--- config.mk ---
export PLATFORM = sky130hd
export DESIGN_NAME = wb_stage_pipe
export DESIGN_NICKNAME = d
export VERILOG_FILES = /design/src/rtl/wb_pkg.sv /design/src/rtl/wb_load_align.sv /design/src/rtl/wb_stage_pipe.sv
export SDC_FILE = /design/constraint.sdc
export NUM_CORES = 1
export LEC_CHECK = 0
export ABC_AREA = 1
export ABC_CLOCK_PERIOD_IN_PS = 2300
export CORE_MARGIN = 4
export CORE_UTILIZATION = 47
export DETAILED_ROUTE_END_ITERATION = 10
export GPL_ROUTABILITY_DRIVEN = 1
export PLACE_DENSITY_LB_ADDON = 0.25
export SYNTH_ARGS = -nofsm -noshare
export SYNTH_HDL_FRONTEND = slang
export SYNTH_SLANG_ARGS = --single-unit
--- constraint.sdc ---
create_clock -name clk -period 2.3 [get_ports clk]
set_input_delay 0.345 -clock clk [delete_from_list [all_inputs] [get_ports clk]]
set_output_delay 0.345 -clock clk [all_outputs]
set_load 0.05 [all_outputs]
--- src/rtl/wb_pkg.sv ---
// -----------------------------------------------------------------------------
// wb_pkg
// Shared definitions for the MEM/WB writeback stage.
//   wbsel_e  : writeback result source (ALU, memory load, link address)
//   ldsize_e : load size (word, half, byte); the encoding 2'b11 is reserved
//   BYTES    : bytes per word for the default 32-bit datapath
//   bytes_of : bytes per word for an arbitrary datapath width
// -----------------------------------------------------------------------------
package wb_pkg;

    typedef enum logic [1:0] {
        WB_ALU  = 2'b00,
        WB_MEM  = 2'b01,
        WB_LINK = 2'b10
    } wbsel_e;

    typedef enum logic [1:0] {
        LD_WORD = 2'b00,
        LD_HALF = 2'b01,
        LD_BYTE = 2'b10
    } ldsize_e;

    localparam int DATA_W_DEFAULT = 32;
    localparam int BYTES          = DATA_W_DEFAULT / 8;

    function automatic int bytes_of(input int data_w);
        return data_w / 8;
    endfunction

endpackage

--- src/rtl/wb_load_align.sv ---
// -----------------------------------------------------------------------------
// wb_load_align
// Purely combinational big-endian sub-word load extractor.
// Byte k of the word occupies readdata[DATA_W-1-8k -: 8]; the extracted field
// is sign- or zero-extended to DATA_W bits.
//   readdata  in   DATA_W  raw memory word
//   ldsize    in   2       00 word, 01 half, 10 byte, 11 treated as word
//   ldsigned  in   1       sign-extend the extracted field
//   addr_lo   in   AW      byte offset within the word
//   extracted out  DATA_W  extended load value
//   off_err   out  1       offset is illegal for the load size
// A misaligned half load extracts the half at the offset rounded down to even
// and a misaligned word passes readdata unchanged; the value is never written
// to the register file because the write enable is suppressed.
// -----------------------------------------------------------------------------
module wb_load_align
    import wb_pkg::*;
#(
    parameter int DATA_W = 32,
    parameter int AW     = $clog2(bytes_of(DATA_W))
) (
    input  logic [DATA_W-1:0] readdata,
    input  logic [1:0]        ldsize,
    input  logic              ldsigned,
    input  logic [AW-1:0]     addr_lo,
    output logic [DATA_W-1:0] extracted,
    output logic              off_err
);

    localparam logic [AW-1:0] HALF_MASK = ~AW'(1);

    logic [AW-1:0]     half_off;
    logic [DATA_W-1:0] byte_sh;
    logic [DATA_W-1:0] half_sh;
    logic [7:0]        byte_f;
    logic [15:0]       half_f;

    // Shifting left by 8*k moves byte k to the top of the word, which turns
    // the big-endian lane selection into a fixed part-select.
    assign half_off = addr_lo & HALF_MASK;
    assign byte_sh  = readdata << {addr_lo, 3'b000};
    assign half_sh  = readdata << {half_off, 3'b000};
    assign byte_f   = byte_sh[DATA_W-1 -: 8];
    assign half_f   = half_sh[DATA_W-1 -: 16];

    // NOTE: every output of a combinational block is given a default first so
    // no path through the case leaves it unassigned and infers a latch.
    always_comb begin
        extracted = readdata;
        off_err   = 1'b0;
        case (ldsize)
            LD_BYTE: begin
                extracted = ldsigned ? DATA_W'($signed(byte_f)) : DATA_W'(byte_f);
                off_err   = 1'b0;
            end
            LD_HALF: begin
                extracted = ldsigned ? DATA_W'($signed(half_f)) : DATA_W'(half_f);
                off_err   = addr_lo[0];
            end
            default: begin
                extracted = readdata;
                off_err   = |addr_lo;
            end
        endcase
    end

endmodule

--- src/rtl/wb_stage_pipe.sv ---
// -----------------------------------------------------------------------------
// wb_stage_pipe
// Registered MEM/WB pipeline stage with a 3-source writeback select, big-endian
// sub-word load extraction, write qualification, stall/flush control,
// misalignment detection and a retired-instruction counter.
// Optional feature macro: WB_HIST_EN adds a second-older bypass register set
// (wb_hist_valid / wb_hist_rd / wb_hist_data) for the forwarding unit.
//   clk, reset        clock, synchronous active-high reset
//   stall, flush      hold all registers / squash the captured instruction
//   mem_*             MEM-stage instruction fields and data
//   wb_valid          stage holds a retired instruction
//   wb_regwrite       register file write enable
//   wb_rd, wb_result  register file write address and data
//   wb_align_err      misaligned load retired
//   wb_retired        retired-instruction count, wraps modulo 2^CNT_W
// Update priority per edge: reset, stall (hold), flush (squash), capture.
// -----------------------------------------------------------------------------
module wb_stage_pipe
    import wb_pkg::*;
#(
    parameter int DATA_W = 32,
    parameter int REG_AW = 5,
    parameter int CNT_W  = 32
) (
    input  logic                              clk,
    input  logic                              reset,
    input  logic                              stall,
    input  logic                              flush,
    input  logic                              mem_valid,
    input  logic                              mem_regwrite,
    input  logic [1:0]                        mem_wbsel,
    input  logic [1:0]                        mem_ldsize,
    input  logic                              mem_ldsigned,
    input  logic [$clog2(DATA_W/8)-1:0]       mem_addr_lo,
    input  logic [REG_AW-1:0]                 mem_rd,
    input  logic [DATA_W-1:0]                 mem_aluout,
    input  logic [DATA_W-1:0]                 mem_readdata,
    input  logic [DATA_W-1:0]                 mem_link,
`ifdef WB_HIST_EN
    output logic                              wb_hist_valid,
    output logic [REG_AW-1:0]                 wb_hist_rd,
    output logic [DATA_W-1:0]                 wb_hist_data,
`endif
    output logic                              wb_valid,
    output logic                              wb_regwrite,
    output logic [REG_AW-1:0]                 wb_rd,
    output logic [DATA_W-1:0]                 wb_result,
    output logic                              wb_align_err,
    output logic [CNT_W-1:0]                  wb_retired
);

    localparam int AW = $clog2(DATA_W / 8);

    logic [DATA_W-1:0] load_val;
    logic              off_err;
    logic              misalign;
    logic              regwrite_nxt;
    logic [DATA_W-1:0] result_nxt;

    wb_load_align #(
        .DATA_W (DATA_W),
        .AW     (AW)
    ) u_load_align (
        .readdata  (mem_readdata),
        .ldsize    (mem_ldsize),
        .ldsigned  (mem_ldsigned),
        .addr_lo   (mem_addr_lo),
        .extracted (load_val),
        .off_err   (off_err)
    );

    // Only a real memory-sourced instruction can be misaligned.
    assign misalign     = mem_valid & (mem_wbsel == WB_MEM) & off_err;
    assign regwrite_nxt = mem_valid & mem_regwrite & (mem_rd != '0) & ~misalign;

    always_comb begin
        result_nxt = mem_aluout;
        case (mem_wbsel)
            WB_MEM:  result_nxt = load_val;
            WB_LINK: result_nxt = mem_link;
            default: result_nxt = mem_aluout;
        endcase
    end

    // NOTE: state registers use non-blocking assignments so every register
    // samples pre-edge values; the history registers below depend on that when
    // they copy the outgoing wb_rd/wb_result in the same edge that replaces them.
    always_ff @(posedge clk) begin
        if (reset) begin
            wb_valid     <= 1'b0;
            wb_regwrite  <= 1'b0;
            wb_align_err <= 1'b0;
            wb_rd        <= '0;
            wb_result    <= '0;
            wb_retired   <= '0;
        end else if (!stall) begin
            if (flush) begin
                // Squashed: destination and data keep their last values.
                wb_valid     <= 1'b0;
                wb_regwrite  <= 1'b0;
                wb_align_err <= 1'b0;
            end else begin
                wb_valid     <= mem_valid;
                wb_regwrite  <= regwrite_nxt;
                wb_align_err <= misalign;
                wb_rd        <= mem_rd;
                wb_result    <= result_nxt;
                if (mem_valid) begin
                    wb_retired <= wb_retired + CNT_W'(1);
                end
            end
        end
    end

`ifdef WB_HIST_EN
    // Second-older bypass source: keeps the last instruction that actually
    // wrote the register file; a flush does not clear it because that
    // instruction has already retired.
    always_ff @(posedge clk) begin
        if (reset) begin
            wb_hist_valid <= 1'b0;
            wb_hist_rd    <= '0;
            wb_hist_data  <= '0;
        end else if (!stall && !flush && wb_regwrite) begin
            wb_hist_valid <= 1'b1;
            wb_hist_rd    <= wb_rd;
            wb_hist_data  <= wb_result;
        end
    end
`endif

endmodule
Word level (Yosys, flattened, before mapping)

Index checks and enable logic that the tools add are counted.

Add/subtract/negate cells: 1
Equality and inequality tests: 4
Shift operators: 2
Multiplexer cells: 8
Bitwise logic cells: 8
Reductions and logical operators: 4

Operators with widths:

| operator                                            | number |
|---|---|
| case mux 32 bit (2 select lines)                    | 2 |
| two-way mux 32 bit                                  | 2 |
| left shift 32 x 5 -> 32 bit                         | 2 |
| adder 32 x 1 -> 32 bit, second input constant       | 1 |
| AND 1 bit                                           | 5 |
| nonzero test 5 bit                                  | 1 |
| equality test 2 x 1 -> 1 bit, second input constant | 2 |
| equality test 2 bit, second input constant          | 2 |
| two-way mux 1 bit                                   | 3 |
| NOT 1 bit                                           | 3 |
| AND reduction 3 bit                                 | 1 |
| case mux 1 bit (2 select lines)                     | 1 |
| AND reduction 2 bit                                 | 1 |
| OR reduction 2 bit                                  | 1 |

Flip-flop bits (word level): 72
Word-level logic and storage cells: 33

Longest topological paths before layout

Gate-level depths: netlist of the first run.

Word-level depth: 6
Gate-level depth with buffers: 12
Mapped depth without buffers: 11

Cells and area by module

A second synthesis of the first run with hierarchy kept.

Cell total of the unflattened synthesis: 705
Area, all modules: 4473.0 µm²

Modules (own cells, without submodules):

| module        | times used | cells an instance | area each (µm²) | seq. area each (µm²) |
|---|---|---|---|---|
| wb_stage_pipe | 1          | 539               | 3686.0          | 1441.4 |
| wb_load_align | 1          | 166               | 787.0           | 0.0 |

Worst setup path before layout of the first run

Ideal clock, no wire load.

Kind: register to register
From: register wb_retired[0]
To: register wb_retired[28]
Arrival: 1.712 ns
Required time: 2.183 ns
Path slack: 0.471 ns
Stages on the path, launching flop included: 9
Buffers on the path: 0
Period minus slack after synthesis: 1.829 ns
Cells stage by stage: dfxtp_1 ha_1 nand2_1 nor2_1 nand3_2 nor2_2 nand3_1 o21ai_0 nor2_1

Word-level cells in the longest chain between the ends: 1

Ends and longest elaborated chain:

| item                   | RTL line             | source |
|---|---|---|
| from (decl)            | wb_stage_pipe.sv:49  | `output logic [CNT_W-1:0] wb_retired` |
| from (signal assigned) | wb_stage_pipe.sv:109 | `wb_retired <= wb_retired + CNT_W'(1);` |
| adder 32 x 1 -> 32 bit | wb_stage_pipe.sv:109 |  |

No other way between the ends.
A chain may end at the register's enable or synchronous reset.

Worst setup path in the final report of the first run

From: register wb_retired[5]
To: output port wb_retired[5]

No word-level cell between the ends.

==> impl_metrics.csv, run 1 <==
group,metric,value,unit
outcome,outcome,"finished clean",
worst_setup_path,cp-end-kind,"output pin",
synthesis,synth-edff-count,0,
worst_setup_path,timing.critical_path.required,1.96,ns
synthesis,mapped_area,4590,sq um
global_routing,first_global_vias,5405,
global_routing,antenna_found_initial,0,
drt,vias,5575,
worst_setup_path,reg2reg_depth,7,
die,num_io_pins,186,
clock_tree,cts-hold-fix-buffers,0,
timing,rsz0062_at_grt,"no",
layout,stdcell_count,1086,
timing,slew_headroom,64.4,%
clock_tree,clock_tree.root_cell,"sky130_fd_sc_hd__clkbuf_8",
place,placed_cells_incl_taps,1070,
pwr,power.density_cell_area,490,nW/um^2
worst_setup_path,critical_path.cell_chain,"clkdlybuf4s50_1",
synthesis,mean_syn_cell_area,5.91,sq um
place,globalplace.congestion,0.941,
synthesis,synth_cells,778,
global_routing,global_route_wire_length_before_repair,26000,microns
global_routing,globalRouteTotalUtil,27.8,%
drt,totalWireLength,16000,microns
layout,layout.nets,1071,
worst_setup_path,critical-path-top-delay-family,"buffers and inverters",
worst_setup_path,worst_setup_sp_type,"flip-flop",
die,height_of_the_die,107,microns
die,start_util,49.0,%
worst_setup_path,worst-path-max-fanout,7,
layout,antenna-diode-count,0,
synthesis,synth.distinct_cells,35,
drt,drt_drc_violations_left,0,
place,place.detailed.hpwl,12600,microns
timing,fmax,499,MHz
timing,layout_min_cycle_time,2.00,ns
timing,clock-skew-final,0.0126,ns
global_routing,grt_start_max_net_pins,52,
synthesis,ys_seq_elements,72,
hold_path,worstHoldPathType,"flip-flop to flip-flop",
layout,multi_input_gate_area,2750,sq um
layout,mostFrequentLayoutCell,"sky130_fd_sc_hd__nand2_1",
worst_setup_path,cp.depth,1,
timing,timing.final.ws_setup,0.296,ns
run,timing.max_cap.violations,0,
pwr,totalPowerFinal,3.34,mW
synthesis,synth.yosys.warnings,0,
clock_tree,number_of_buffers_on_the_longest_clock_path,2,
layout,area_growth,48.3,%
worst_setup_path,worst_ep_arrival_time,1.66,ns
worst_setup_path,worst_path_largest_cell_delay,0.85,ns
synthesis,ys_seq_area_share,31.4,%
synthesis,yosysTopAreaCellShare,31.4,%
synthesis,synth.area.top_cells,"sky130_fd_sc_hd__dfxtp_1 31%, sky130_fd_sc_hd__nand2_1 19%, sky130_fd_sc_hd__nor2_1 12%",
drt,postRouteAntennaNets,0,
timing,setup-tns-final,0,ns
hold_path,hold_path.startpoint,"wb_result[21]$_SDFFE_PP0P_",
synthesis,synth-main-ff-cell,"sky130_fd_sc_hd__dfxtp_1",
pwr,p_leak,2.81,nW
clock_tree,cts.clk_slew.worst_paths,0.09,ns
clock_tree,tritoncts,"done",
worst_setup_path,reg2reg_setup_slack,0.54,ns
timing,worst_slew_pin_slew,0.532,ns
layout,fillers,829,
timing,setup_failing_eps_final,0,
timing,report.final.hold_viol_count,0,
clock_tree,clock_sinks,72,
drt,detailedRoute.firstPassIterationCount,5,
pwr,vdd_drop_max,0.346,mV
worst_setup_path,crit_path_top_delay_cell,"sky130_fd_sc_hd__clkdlybuf4s50_1",
die,die_w,107,microns
place,port-buffer-count,185,
drt,routed_via_density,5.13,
die,core_area,9370,sq um
global_routing,grt_overflow_total,0,
layout,area.sequential,1440,sq um
synthesis,async_reset_ff_share,0,%
place,dp_worst_setup_slack,0.0897,ns
clock_tree,h-tree-depth,3,
clock_tree,numCtsBuffers,9,
clock_tree,postCtsSetupBuffers,0,
drt,detail_route.wl_per_cell,14.7,microns
die,standard_cell_row_count,35,
timing,min_period_over_period,87.1,%
worst_setup_path,worstSetupStartpoint,"wb_retired[5]$_SDFFE_PP0P_",
synthesis,synth_nets,897,
layout,post_route_cells_drive_above_1_share,5.54,%
die,overall_die_area,11400,sq um
worst_setup_path,critical_path_buf_inv_count,1,
clock_tree,post_cts.resized_instances,0,
timing,slew_viol_final,0,
worst_setup_path,worst_setup_path_end,"wb_retired[5]",
drt,detail_route.iter0.violations,413,
worst_setup_path,r2r_end,"wb_retired[31]$_SDFFE_PP0P_",
clock_tree,clk-insertion-delay-late,0.35,ns
worst_setup_path,critPathKind,"flip-flop to output pin",
synthesis,synthDominantAreaCellType,"sky130_fd_sc_hd__dfxtp_1",
worst_setup_path,crit-reg2reg-launch,"wb_retired[6]$_SDFFE_PP0P_",
layout,most-common-layout-cells,"237 x sky130_fd_sc_hd__nand2_1, 185 x sky130_fd_sc_hd__clkdlybuf4s50_1, 145 x sky130_fd_sc_hd__nor2_1",
==> Yosys cell counts, types with 2 or more instances <==
cell type,n
sky130_fd_sc_hd__nand3_1,29
sky130_fd_sc_hd__nand3_4,2
sky130_fd_sc_hd__clkbuf_1,28
sky130_fd_sc_hd__o21ai_0,47
sky130_fd_sc_hd__nand2_2,2
sky130_fd_sc_hd__nor3_2,3
sky130_fd_sc_hd__nor2_4,2
sky130_fd_sc_hd__nand4_1,6
sky130_fd_sc_hd__nand2_4,2
sky130_fd_sc_hd__xnor2_1,2
sky130_fd_sc_hd__nor3_1,9
sky130_fd_sc_hd__a21oi_1,91
sky130_fd_sc_hd__inv_2,3
sky130_fd_sc_hd__nor2_1,145
sky130_fd_sc_hd__nor2_2,2
sky130_fd_sc_hd__buf_2,7
sky130_fd_sc_hd__xor2_1,7
sky130_fd_sc_hd__ha_1,5
sky130_fd_sc_hd__buf_1,2
sky130_fd_sc_hd__inv_1,61
sky130_fd_sc_hd__dfxtp_1,72
sky130_fd_sc_hd__o21bai_1,2
sky130_fd_sc_hd__nand2_1,237
==> worst reg2reg max path, delay by kind of cell, from the launching register on <==
family           cells  cell delay [ns]
flip-flops           1             0.41
AND/OR/NAND/NOR      7             1.24
==> registers in the layout, summed over array words and instances (netlist names) <==
| register | cells |
|---|---|
| wb_result | 32 |
| wb_retired | 32 |
| wb_rd | 5 |
| wb_align_err | 1 |
| wb_regwrite | 1 |
| wb_valid | 1 |
==> metrics by stage <==
| step | utilization (%) | area [sq um] | hold slack (ns) |
|---|---|---|---|
| final | 72.7 | 6820 | 0.476 |
| after global routing | 72.7 | 6820 | 0.491 |
| after CTS | 72.7 | 6820 | 0.478 |
| after detailed placement | 70.5 | 6610 | 0.463 |
| after global placement | 70.5 | 6610 | 0.453 |
| after floorplan | - | 4590 | 0.480 |
==> cell type report <==
type,instances,area share [%]
multi-input cells,603,40.3
well taps,129,2.37
clock inverters,7,1.25
clock buffers,9,1.82
repair buffers,201,29.5
inverters,65,3.65
flip-flops and latches,72,21.1
==> kinds of logic (layout without fill, tap and decap cells) <==
group / Yosys count / in the layout / share of synthesized area (%)
and+or+nand+nor: 445 / 445 / 40.6
DFF: 72 / 72 / 31.4
AOI/OAI and AO/OA: 144 / 144 / 16.1
buffers and inverters: 103 / 282 / 8.88
adders and majority gates: 5 / 5 / 1.36
xor gates and xnor gates: 9 / 9 / 1.72
==> where the power goes <==
group / switching, mW / internal (mW)
logic: 0.537 / 0.402
clock network: 0.561 / 0.524
registers: 0.0274 / 1.29
total: 1.13 / 2.22
==> worst min-delay path by stage <==
| stage | to | cells past startpoint |
|---|---|---|
| floorplan | wb_rd[0]$_SDFFE_PP0P_ | 2 |
| global placement | wb_align_err$_SDFFE_PP0N_ | 2 |
| detailed placement | wb_result[26]$_SDFFE_PP0P_ | 2 |
| CTS | wb_valid$_SDFFE_PP0N_ | 2 |
| global route | wb_result[23]$_SDFFE_PP0P_ | 2 |
| finish | wb_result[21]$_SDFFE_PP0P_ | 2 |
==> metal layers <==
layer / up-vias / GRT usage, % / wire length (microns)
met3: 20 / 6.74 / 1450
li1: 2813 / - / -
met5: - / 0 / 0
met1: 2493 / 36.0 / 6720
met4: 0 / 6.76 / 222
met2: 249 / 46.8 / 7610
Power figures use the tool's default switching activity.
==> inputs of run 2 (changes only) <==
--- a/config.mk
+++ b/config.mk
@@ -5,10 +5,10 @@
 export SDC_FILE = /design/constraint.sdc
 export NUM_CORES = 1
 export LEC_CHECK = 0
-export ABC_AREA = 1
+export ABC_AREA = 0
 export ABC_CLOCK_PERIOD_IN_PS = 2300
 export CORE_MARGIN = 4
-export CORE_UTILIZATION = 47
+export CORE_UTILIZATION = 46
 export DETAILED_ROUTE_END_ITERATION = 10
 export GPL_ROUTABILITY_DRIVEN = 1
 export PLACE_DENSITY_LB_ADDON = 0.25
==> impl_metrics.csv, run 2 <==
group,metric,value,unit
place,globalplace.congestion,0.920,
clock_tree,cts.clk_slew.worst_paths,0.08,ns
die,start_util,48.1,%
drt,totalWireLength,15200,microns
drt,detailedRoute.firstPassIterationCount,5,
worst_setup_path,crit_path_top_delay_cell,"sky130_fd_sc_hd__or4_4",
clock_tree,number_of_buffers_on_the_longest_clock_path,2,
synthesis,synth-edff-count,0,
die,standard_cell_row_count,34,
synthesis,synth_commonest_cells,"92 x sky130_fd_sc_hd__nand2_1, 72 x sky130_fd_sc_hd__dfxtp_1, 41 x sky130_fd_sc_hd__o21ai_0",
synthesis,ys_seq_area_share,33.8,%
worst_setup_path,critPathKind,"flip-flop to flip-flop",
synthesis,mapped_area,4260,sq um
pwr,totalPowerFinal,3.35,mW
worst_setup_path,critical_path.cell_chain,"nand4_1 -> or4_4 -> nor4_1 -> mux2_2",
place,dp_worst_setup_slack,-0.204,ns
global_routing,first_global_vias,5181,
synthesis,synth.area.top_cells,"sky130_fd_sc_hd__dfxtp_1 34%, sky130_fd_sc_hd__nand2_1 8.1%, sky130_fd_sc_hd__o22ai_1 4.8%",
timing,worst_slew_pin_slew,0.730,ns
drt,detail_route.wl_per_cell,17.8,microns
synthesis,synthDominantAreaCellType,"sky130_fd_sc_hd__dfxtp_1",
pwr,p_leak,2.25,nW
synthesis,synth_nets,682,
synthesis,async_reset_ff_share,0,%
synthesis,synth.distinct_cells,43,
worst_setup_path,worst_ep_arrival_time,2.37,ns
synthesis,synth.most_common_cell,"sky130_fd_sc_hd__nand2_1",
drt,postRouteAntennaNets,0,
hold_path,worstHoldPathType,"primary input to flip-flop",
worst_setup_path,critical-path-top-delay-family,"simple AND/OR/NAND/NOR gates",
pwr,vdd_drop_max,0.322,mV
clock_tree,tritoncts,"done",
worst_setup_path,worst-path-max-fanout,11,
drt,detail_route.iter0.violations,298,
clock_tree,cts-hold-fix-buffers,0,
run,timing.max_cap.violations,0,
synthesis,synth-main-ff-cell,"sky130_fd_sc_hd__dfxtp_1",
place,placed_cells_incl_taps,837,
layout,mostFrequentLayoutCell,"sky130_fd_sc_hd__clkdlybuf4s50_1",
layout,largest_registers,"wb_result: 32 flops, wb_retired: 32 flops, wb_rd: 5 flops",
die,die_w,104,microns
clock_tree,postCtsSetupBuffers,0,
timing,setup_failing_eps_final,0,
timing,report.final.hold_viol_count,0,
global_routing,grt_start_max_net_pins,55,
drt,vias,5155,
drt,routed_via_density,6.04,
synthesis,synth_cells,563,
clock_tree,clk-insertion-delay-late,0.34,ns
die,num_io_pins,186,
clock_tree,numCtsBuffers,9,
clock_tree,post_cts.resized_instances,0,
global_routing,globalRouteTotalUtil,27.0,%
synthesis,mean_syn_cell_area,7.56,sq um
die,core_area,8850,sq um
worst_setup_path,reg2reg_setup_slack,0.16,ns
die,overall_die_area,10900,sq um
synthesis,yosysTopAreaCellShare,33.8,%
timing,rsz0062_at_grt,"no",
layout,post_route_cells_drive_above_1_share,8.72,%
worst_setup_path,critical_path_buf_inv_count,0,
synthesis,synth.yosys.warnings,0,
clock_tree,h-tree-depth,3,
outcome,outcome,"finished clean",
pwr,power.density_cell_area,512,nW/um^2
timing,min_period_over_period,93.0,%
global_routing,antenna_found_initial,0,
timing,layout_min_cycle_time,2.14,ns
timing,fmax,467,MHz
layout,area_growth,53.4,%
worst_setup_path,cp-end-kind,"flip-flop",
layout,stdcell_count,853,
place,place.detailed.hpwl,11600,microns
timing,slew_viol_final,0,
layout,antenna-diode-count,0,
die,height_of_the_die,104,microns
drt,drt_drc_violations_left,0,
global_routing,global_route_wire_length_before_repair,24400,microns
layout,most-common-layout-cells,"184 x sky130_fd_sc_hd__clkdlybuf4s50_1, 92 x sky130_fd_sc_hd__nand2_1, 71 x sky130_fd_sc_hd__dfxtp_1",
timing,clock-skew-final,0.00994,ns
place,port-buffer-count,185,
worst_setup_path,worst_path_largest_cell_delay,0.68,ns
synthesis,ys_seq_elements,72,
worst_setup_path,worst_setup_sp_type,"flip-flop",
timing,timing.final.ws_setup,0.161,ns
clock_tree,clock_sinks,72,
layout,layout.nets,859,
worst_setup_path,timing.critical_path.required,2.53,ns
clock_tree,clock_tree.root_cell,"sky130_fd_sc_hd__clkbuf_8",
layout,final_core_util,73.8,%
timing,slew_headroom,50.7,%
global_routing,grt_overflow_total,0,
timing,setup-tns-final,0,ns
-- run 2: cell count changes in the layout (fill, tap and decap cells not counted), sizes merged, moves of 13 or more --
| cell | change |
|---|---|
| mux2 | +14 |
| nor2 | -112 |
| inv | -55 |
| o211ai | +24 |
| nand3 | -13 |
| o22ai | +33 |
| a21oi | -68 |
| nor2b | +18 |
| nand2 | -149 |
-- run 2: worst paths after layout --
kind              depth (start not counted)                          end                   startpoint
setup / recovery                          4  wb_retired[31]$_SDFFE_PP0P_  wb_retired[12]$_SDFFE_PP0P_
hold / removal                            2    wb_result[1]$_SDFFE_PP0P_                        reset
setup reg to reg                          4  wb_retired[31]$_SDFFE_PP0P_  wb_retired[12]$_SDFFE_PP0P_
hold reg to reg                           2        wb_rd[3]$_SDFFE_PP0P_        wb_rd[3]$_SDFFE_PP0P_
-- run 2: routing by layer --
| layer | part of all wire [%] | up-vias | GRT usage (%) |
|---|---|---|---|
| li1 | - | 2408 | - |
| met1 | 39 | 2416 | 31.4 |
| met2 | 48 | 280 | 45.5 |
| met3 | 8.7 | 51 | 6.39 |
| met4 | 4.4 | 0 | 14.9 |
| met5 | 0 | - | 0 |
-- run 2: cell families (layout without fill, tap and decap cells) --
family | after synthesis | after routing | synth area share (%)
AO/OA/AOI/OAI | 157 | 157 | 23.9
AND/OR/NAND/NOR | 234 | 234 | 27.0
XOR/XNOR | 11 | 11 | 2.26
flip-flops | 72 | 72 | 33.8
adder cells (fa/ha/maj) | 5 | 5 | 1.47
multiplexers | 24 | 24 | 6.05
buffers and inverters | 60 | 242 | 5.43
-- run 2: layout make-up --
class                      count  area, sq um
sequential                    72         1440
multi-input combinational    431         2600
clock inverter                 7         96.3
clock buffer                   9          124
fill                         693         2320
tap                          108          135
timing repair buffer         210         2070
inverter                      16         60.1
-- run 2: worst register-to-register path, cell delays in order, from the launching register on --
cell	delay, ns
sky130_fd_sc_hd__dfxtp_1	0.41
sky130_fd_sc_hd__nand4_1	0.26
sky130_fd_sc_hd__or4_4	0.68
sky130_fd_sc_hd__nor4_1	0.31
sky130_fd_sc_hd__mux2_2	0.37
-- run 2: where the power goes --
part | internal [mW] | switching, mW
registers | 1.29 | 0.0253
clock network | 0.613 | 0.506
logic | 0.404 | 0.506
total | 2.31 | 1.04
-- run 2: per-stage QoR --
| stage | hold WS [ns] | cell area (sq um) |
|---|---|---|
| after floorplan | 0.481 | 4260 |
| after global placement | 0.445 | 6300 |
| after detailed placement | 0.451 | 6300 |
| after CTS | 0.423 | 6520 |
| after global routing | 0.454 | 6530 |
| final | 0.444 | 6530 |
==> inputs of run 3 (changes only) <==
--- a/config.mk
+++ b/config.mk
@@ -6,9 +6,9 @@
 export NUM_CORES = 1
 export LEC_CHECK = 0
 export ABC_AREA = 0
-export ABC_CLOCK_PERIOD_IN_PS = 2300
+export ABC_CLOCK_PERIOD_IN_PS = 2210
 export CORE_MARGIN = 4
-export CORE_UTILIZATION = 46
+export CORE_UTILIZATION = 43
 export DETAILED_ROUTE_END_ITERATION = 10
 export GPL_ROUTABILITY_DRIVEN = 1
 export PLACE_DENSITY_LB_ADDON = 0.25
==> constraint.sdc (replaced) <==
create_clock -name clk -period 2.21 [get_ports clk]
set_input_delay 0.3315 -clock clk [delete_from_list [all_inputs] [get_ports clk]]
set_output_delay 0.3315 -clock clk [all_outputs]
set_load 0.05 [all_outputs]
==> impl_metrics.csv, run 3 (synthesized netlist as in run 2, its figures left out) <==
group,metric,value,unit
pwr,power.density_cell_area,541,nW/um^2
outcome,outcome,"finished clean",
layout,antenna-diode-count,0,
die,standard_cell_row_count,36,
drt,met2_length,7500,microns
drt,routed_via_density,5.78,
die,height_of_the_die,108,microns
clock_tree,h-tree-depth,3,
hold_path,worstHoldPathType,"primary input to flip-flop",
pwr,share_seq_of_total_power,38.1,%
timing,slew_viol_final,0,
worst_setup_path,cp-end-kind,"flip-flop",
drt,detail_route.iter0.violations,339,
timing,worst_slew_pin_slew,0.771,ns
place,globalplace.congestion,0.924,
global_routing,globalRouteTotalUtil,26.2,%
global_routing,global_route_wire_length_before_repair,24400,microns
worst_setup_path,critical-path-top-delay-family,"simple AND/OR/NAND/NOR gates",
timing,rsz0062_at_grt,"no",
timing,fmax,487,MHz
layout,most-common-layout-cells,"184 x sky130_fd_sc_hd__clkdlybuf4s50_1, 92 x sky130_fd_sc_hd__nand2_1, 64 x sky130_fd_sc_hd__dfxtp_1",
timing,slew_headroom,47.9,%
worst_setup_path,critical_path.cell_chain,"nand4_1 -> or4_1 -> nor3_1 -> mux2_2",
pwr,vdd_drop_max,0.355,mV
timing,report.final.hold_viol_count,0,
pwr,p_int,2.52,mW
layout,mostFrequentLayoutCell,"sky130_fd_sc_hd__clkdlybuf4s50_1",
run,timing.max_cap.violations,0,
timing,clock-skew-final,0.00800,ns
worst_setup_path,critPathKind,"flip-flop to flip-flop",
global_routing,grt_start_max_net_pins,54,
layout,layout.nets,868,
timing,setup-tns-final,0,ns
drt,totalWireLength,15500,microns
worst_setup_path,worst-path-max-fanout,8,
drt,vias,5125,
clock_tree,cts.clk_slew.worst_paths,0.08,ns
die,die_w,108,microns
worst_setup_path,crit_path_top_delay_cell,"sky130_fd_sc_hd__or4_1",
place,place.detailed.hpwl,11800,microns
die,core_area,9730,sq um
pwr,fraction_of_power_spent_switching_nets,30.0,%
clock_tree,number_of_buffers_on_the_longest_clock_path,2,
global_routing,antenna_found_initial,0,
worst_setup_path,critical_path_buf_inv_count,0,
drt,detail_route.wl_per_cell,17.5,microns
drt,length_of_routed_wiring_on_met1,6180,microns
drt,drt_drc_violations_left,0,
clock_tree,clk-insertion-delay-late,0.35,ns
worst_setup_path,worstSetupStartpoint,"wb_retired[17]$_SDFFE_PP0P_",
layout,area_growth,56.2,%
worst_setup_path,timing.critical_path.required,2.45,ns
worst_setup_path,crit-reg2reg-launch,"wb_retired[17]$_SDFFE_PP0P_",
die,start_util,43.8,%
hold_path,hold_path.startpoint,"reset",
place,placed_cells_incl_taps,870,
drt,top_layer,"met4",
global_routing,first_global_vias,5072,
clock_tree,clock_sinks,72,
timing,setup_failing_eps_final,0,
layout,largest_registers,"wb_result: 32 flops, wb_retired: 32 flops, wb_rd: 5 flops",
drt,detailedRoute.firstPassIterationCount,5,
place,port-buffer-count,185,
layout,stdcell_count,887,
clock_tree,clock_tree.root_cell,"sky130_fd_sc_hd__clkbuf_8",
worst_setup_path,worst_path_largest_cell_delay,0.69,ns
timing,layout_min_cycle_time,2.05,ns
pwr,share_clk_of_total_power,35.3,%
pwr,comb_power_share,26.5,%
drt,postRouteAntennaNets,0,
timing,min_period_over_period,93.0,%
clock_tree,numCtsBuffers,9,
layout,post_route_cells_drive_above_1_share,10.5,%
timing,hold_ws,0.367,ns
drt,detailroute.wirelength.met3,1200,microns
clock_tree,tritoncts,"done",
pwr,switchingPower,1.08,mW
global_routing,grt_overflow_total,0,
pwr,p_leak,2.30,nW
die,num_io_pins,186,
worst_setup_path,worst_ep_arrival_time,2.29,ns
die,overall_die_area,11600,sq um
worst_setup_path,worst_setup_sp_type,"flip-flop",
[run 3: changes by cell type in the layout (fill, tap and decap cells not counted), sizes merged]
cell      change
buf           +9
clkinv        -3
bufinv        +1
clkbuf        +1
clkinvlp      +1
[run 3: worst paths after layout]
check        depth (start not counted)                     endpoint  slack, ns
max                                  4  wb_retired[27]$_SDFFE_PP0P_       0.16
min                                  3    wb_result[7]$_SDFFE_PP0P_       0.37
max reg2reg                          4  wb_retired[27]$_SDFFE_PP0P_       0.16
min reg2reg                          2        wb_rd[3]$_SDFFE_PP0P_       0.46
[run 3: area by class of cell]
class	count	area, sq um
clock buffers	10	128
clock inverters	6	108
fillers	840	3080
inverters	16	60.1
multi-input cells	431	2600
flip-flops and latches	72	1450
well taps	133	166
repair buffers	219	2140
[run 3: timing repair]
action,CTS,global route
setup endpoints to repair,0,8
hold buffers,0,0
gates resized for setup,0,1
setup buffers,0,1
[run 3: power groups by stage]
stage	registers (mW)	clock network (mW)	logic [mW]
2_1_floorplan	1.56	0	0.323
3_3_place_gp	1.40	0	0.926
3_5_place_dp	1.40	0	0.942
4_1_cts	1.37	1.29	0.946
5_1_grt	1.38	1.34	1.01
6_report	1.37	1.27	0.955
[run 3: worst min-delay path: stages]
cell and delay, ns:
sky130_fd_sc_hd__buf_2 0.13, sky130_fd_sc_hd__or3_1 0.14, sky130_fd_sc_hd__o41ai_1 0.08
[run 3: layer usage]
layer / track usage, % / vias up
met5: 0 / -
met4: 12.6 / 0
met3: 6.18 / 47
met2: 43.2 / 239
met1: 32.1 / 2409
li1: - / 2430
[run 3: stage by stage]
step | instance area, sq um | power (mW) | setup slack, ns | util, %
2_1_floorplan | 4270 | 1.89 | -0.0120 | -
3_3_place_gp | 6400 | 2.33 | -0.241 | 65.8
3_5_place_dp | 6400 | 2.34 | -0.313 | 65.8
4_1_cts | 6640 | 3.60 | 0.0742 | 68.2
5_1_grt | 6650 | 3.73 | 0.0129 | 68.4
6_report | 6650 | 3.60 | 0.155 | 68.4
==> patch 1, RTL diff (config.mk and constraints of run 3) <==
Put one more register stage on the output `wb_retired`, with the module's reset. The value now appears one clock later. The other outputs are not delayed to match.
--- a/src/rtl/wb_stage_pipe.sv
+++ b/src/rtl/wb_stage_pipe.sv
@@ -51,6 +51,8 @@
 
     localparam int AW = $clog2(DATA_W / 8);
 
+    logic [CNT_W-1:0] wb_retired_s0;
+
     logic [DATA_W-1:0] load_val;
     logic              off_err;
     logic              misalign;
@@ -92,7 +94,7 @@
             wb_align_err <= 1'b0;
             wb_rd        <= '0;
             wb_result    <= '0;
-            wb_retired   <= '0;
+            wb_retired_s0 <= '0;
         end else if (!stall) begin
             if (flush) begin
                 // Squashed: destination and data keep their last values.
@@ -106,7 +108,7 @@
                 wb_rd        <= mem_rd;
                 wb_result    <= result_nxt;
                 if (mem_valid) begin
-                    wb_retired <= wb_retired + CNT_W'(1);
+                    wb_retired_s0 <= wb_retired_s0 + CNT_W'(1);
                 end
             end
         end
@@ -129,4 +131,12 @@
     end
 `endif
 
+    always_ff @(posedge clk) begin
+        if (reset) begin
+            wb_retired <= '0;
+        end else begin
+            wb_retired <= wb_retired_s0;
+        end
+    end
+
 endmodule
Formal check against the unedited RTL: not equivalent (Yosys sat finds a counterexample within 4 cycles, from zero or initial values and one cycle with reset high).
==> patch 1 against run 3 <==
Routed wire length rose by 9.2%; sequential cell count is 32 higher; critical path type is now in -> reg; sequential power up 42%; area after synthesis grew 21%; power is 26% higher; non-clock buffer count shrank 1; final area increased by 14%; highest routed layer unchanged; worst setup slack better by 0.0064 ns; critical endpoint is now wb_result[11]$_SDFFE_PP0P_; first-iteration DRC count up 7.7%.
==> patch 1: results (changes against run 3) <==
status:
  status: "finished, final reports clean"
worst_setup_path:
  slowest_delay_ns: 0.57  # -0.12 ns
  crit_slowest_cell: "a41oi_1"
  critPathArrivalTime_ns: 2.24  # -0.05 ns
  critPathLaunch: "mem_ldsize[0]"
  worstReg2RegStart: "wb_retired_s0[12]$_SDFFE_PP0P_"
  cpLargestDelayFamily: "buffers and inverters"
  reg2regPathDepth: 5  # +1
  crit_end: "wb_result[11]$_SDFFE_PP0P_"
  cp_max_fo: 7  # -1
  r2r-end: "wb_retired_s0[18]$_SDFFE_PP0P_"
finish:
  drive_above_1_share_pct: 8.91  # -1.6 points
  fin_cells: 951  # +7.2%
  nets: 922  # +6.2%
detailed_routing:
  wl_um: 16900  # +9.2%
  drtIter0Drc: 365  # +7.7%
  dr_total_vias: 5435  # +6.0%
synth:
  synth_compound_area_share_pct: 20.8  # -3.1 points
  yosysUniqueCellTypes: 52  # +21%
  synth_area_leaders: "dfxtp_1 (40%), nand2_1 (6.8%), nor2b_1 (4.6%)"
  synthMuxAreaShare_pct: 4.76  # -1.3 points
  seq_area_frac_synth_pct: 40.4  # +6.6 points
  synth.top_cells.by_count: "dfxtp_1 (104), nand2_1 (94), nor2b_1 (38), o21ai_0 (38), nor2_1 (33)"
  synthAdderAreaFrac_pct: 1.21  # -0.25 points
  synthesis.nets: 741  # +8.7%
  synth_cells: 622  # +10%
grt:
  grt_use_met3_pct: 6.05  # -0.12 points
  grt_pass1_wl_um: 27000  # +11%
  met1_usage_pct: 27.1  # -5.0 points
  grt_use_met2_pct: 42.3  # -0.89 points
  grt_use_total_pct: 23.8  # -2.4 points
  grt_max_degree: 58  # +7.4%
sta:
  max_slew_margin_pct: 53.0  # +5.1 points
  finalClockSkew_ns: 0.00356  # -0.00445 ns
  holdWs_ns: 0.456  # +0.0894 ns
power_and_ir_drop:
  p_leak_nw: 2.69  # +17%
place:
  placed_area_sq_um: 7260  # +13%
min_path:
  hold_depth: 2  # -1
cts:
  cts_root_buf: "clkbuf_16"
[patch 1: tightest hold or removal path, cell delays in order (launching register included)]
cell     delay (ns)
dfxtp_1        0.31
nand2_1        0.05
a21oi_1        0.05
[patch 1: routing by layer]
layer  share of wire, %  wire (um)
met5                  0          0
met4                2.5        430
met3                7.7       1300
met2                 50       8500
met1                 40       6700
[patch 1: worst min-delay path by stage]
| stage | from | to |
|---|---|---|
| after floorplan | reset | wb_retired[16]$_SDFF_PP0_ |
| final | wb_rd[3]$_SDFFE_PP0P_ | wb_rd[3]$_SDFFE_PP0P_ |
| after CTS | wb_rd[3]$_SDFFE_PP0P_ | wb_rd[3]$_SDFFE_PP0P_ |
| after global routing | wb_rd[3]$_SDFFE_PP0P_ | wb_rd[3]$_SDFFE_PP0P_ |
| after global placement | wb_rd[2]$_SDFFE_PP0P_ | wb_rd[2]$_SDFFE_PP0P_ |
| after detailed placement | wb_rd[3]$_SDFFE_PP0P_ | wb_rd[3]$_SDFFE_PP0P_ |
[patch 1: per-stage QoR]
stage                     setup slack, ns  utilization (%)
final                               0.162             65.4
after global routing               0.0291             65.4
after CTS                          0.0107             65.3
after detailed placement           -0.342             62.8
after global placement             -0.343             62.8
after floorplan                     0.399                -
[patch 1: power breakdown]
part	switching (mW)	leakage, nW	total, mW	internal, mW
sequential	0.0297	0.844	1.95	1.92
combinational	0.533	1.70	0.958	0.426
clock	0.697	0.147	1.61	0.915
total	1.26	2.69	4.52	3.26
[patch 1: kinds of logic after synthesis]
family,after synthesis
buffers and inverters,58
adder cells (fa/ha/maj),5
XOR/XNOR,9
AND/OR/NAND/NOR,260
flip-flops,104
multiplexers,23
AO/OA/AOI/OAI,163
[patch 1: layout make-up]
type	instances	area, sq um
clock inverter	4	52.6
inverter	10	37.5
timing repair buffer	218	2120
sequential	104	2080
tap	143	179
multi-input combinational	460	2840
fill	945	4000
clock buffer	12	246
[patch 1: repair_timing]
item / CTS / global route
setup buffers: 0 / 0
endpoints found under the setup margin: 0 / 7
resized for setup: 0 / 1
endpoints found under the hold margin: 0 / 0
==> patch 2, RTL diff (settings of run 3) <==
Without the edit above. `DATA_W` is set to 32 in 2 places; all go to 64.
--- a/src/rtl/wb_load_align.sv
+++ b/src/rtl/wb_load_align.sv
@@ -16,7 +16,7 @@
 module wb_load_align
     import wb_pkg::*;
 #(
-    parameter int DATA_W = 32,
+    parameter int DATA_W = 64,
     parameter int AW     = $clog2(bytes_of(DATA_W))
 ) (
     input  logic [DATA_W-1:0] readdata,
--- a/src/rtl/wb_stage_pipe.sv
+++ b/src/rtl/wb_stage_pipe.sv
@@ -18,7 +18,7 @@
 module wb_stage_pipe
     import wb_pkg::*;
 #(
-    parameter int DATA_W = 32,
+    parameter int DATA_W = 64,
     parameter int REG_AW = 5,
     parameter int CNT_W  = 32
 ) (
Interface: changed (5 resized); port bits go from 186 to 315. No check against the original RTL was run, so the function may have changed too.
==> patch 2 against run 3 <==
Critical path depth shrank 3; maximum frequency rose by 2.1%; synthesized cell count increased by 47%; critical path type is now reg -> out; sequential power up 47%; worst setup slack improved by 0.042 ns; routed wire length increased by 83%; area after synthesis rose by 54%; power is 52% higher; final area increased by 57%; die area rose by 50%; register-to-register slack improved by 0.18 ns; sequential cell count increased by 32.
==> patch 2: results (changes against run 3) <==
status:
  status: "finished, final reports clean"
grt:
  antenna_found_initial: 2  # +2
  grt_pass1_vias: 7869  # +55%
  grt_use_total_pct: 31.3  # +5.1 points
  grt_max_degree: 56  # +3.7%
  grt_use_met2_pct: 50.7  # +7.5 points
power_and_ir_drop:
  seq-power_mw: 2.02  # +47%
  p_comb_mw: 1.85  # +94%
  ir_drop_mv: 0.462  # +30%
  p_leak_nw: 3.58  # +55%
  internal_power_mw: 3.59  # +43%
worst_setup_path:
  worstReg2RegStart: "wb_retired[3]$_SDFFE_PP0P_"
  critPathLaunch: "wb_retired[14]$_SDFFE_PP0P_"
  cp_max_fo: 6  # -2
  cpLargestDelayFamily: "buffers and inverters"
  crit_slowest_cell: "clkdlybuf4s50_1"
  critPathArrivalTime_ns: 1.68  # -0.61 ns
detailed_routing:
  wl_met2_um: 13300  # +77%
  met1Wirelength_um: 11400  # +84%
  wl_met3_um: 2620  # +120%
  dr_total_vias: 8276  # +61%
  drtIter0Drc: 924  # +170%
synth:
  seq_area_frac_synth_pct: 31.7  # -2.2 points
  yosysUniqueCellTypes: 50  # +16%
sta:
  holdWs_ns: 0.380  # +0.0130 ns
  fmax_ghz: 0.497  # +2.1%
  max_slew_margin_pct: 62.0  # +14 points
place:
  placed_area_sq_um: 10200  # +59%
  dp_hpwl_um: 21400  # +82%
finish:
  fin_cells: 1317  # +48%
  fillerInstances: 1197  # +43%
  drive_above_1_share_pct: 8.93  # -1.5 points
  top_regs: "wb_result: 64 flops, wb_retired: 32 flops, wb_rd: 5 flops"
min_path:
  whs_endpoint: "wb_retired[13]$_SDFFE_PP0P_"
cts:
  cts_root_buf: "clkbuf_16"
## patch 2: cell type report
| cell class | instances | area (sq um) | share of cell area, % |
|---|---|---|---|
| multi-input combinational | 621 | 4080 | 39.0 |
| timing repair buffer | 371 | 3710 | 35.5 |
| sequential | 104 | 2080 | 19.9 |
| inverter | 19 | 71.3 | 0.681 |
| clock inverter | 6 | 50.0 | 0.478 |
| antenna | 2 | 5.00 | 0.0478 |
| tap | 184 | 230 | 2.20 |
| clock buffer | 10 | 239 | 2.28 |
## patch 2: logic make-up (layout without fill, tap and decap cells)
logic type / count (synthesis) / in the layout / share of synthesized area, %
AO/OA/AOI/OAI: 342 / 342 / 36.4
AND/OR/NAND/NOR: 233 / 233 / 16.8
buffers and inverters: 105 / 406 / 6.68
flip-flops: 104 / 104 / 31.7
multiplexers: 33 / 33 / 6.44
XOR/XNOR: 8 / 8 / 1.07
adder cells (fa/ha/maj): 5 / 5 / 0.952
other: 0 / 2 / 0
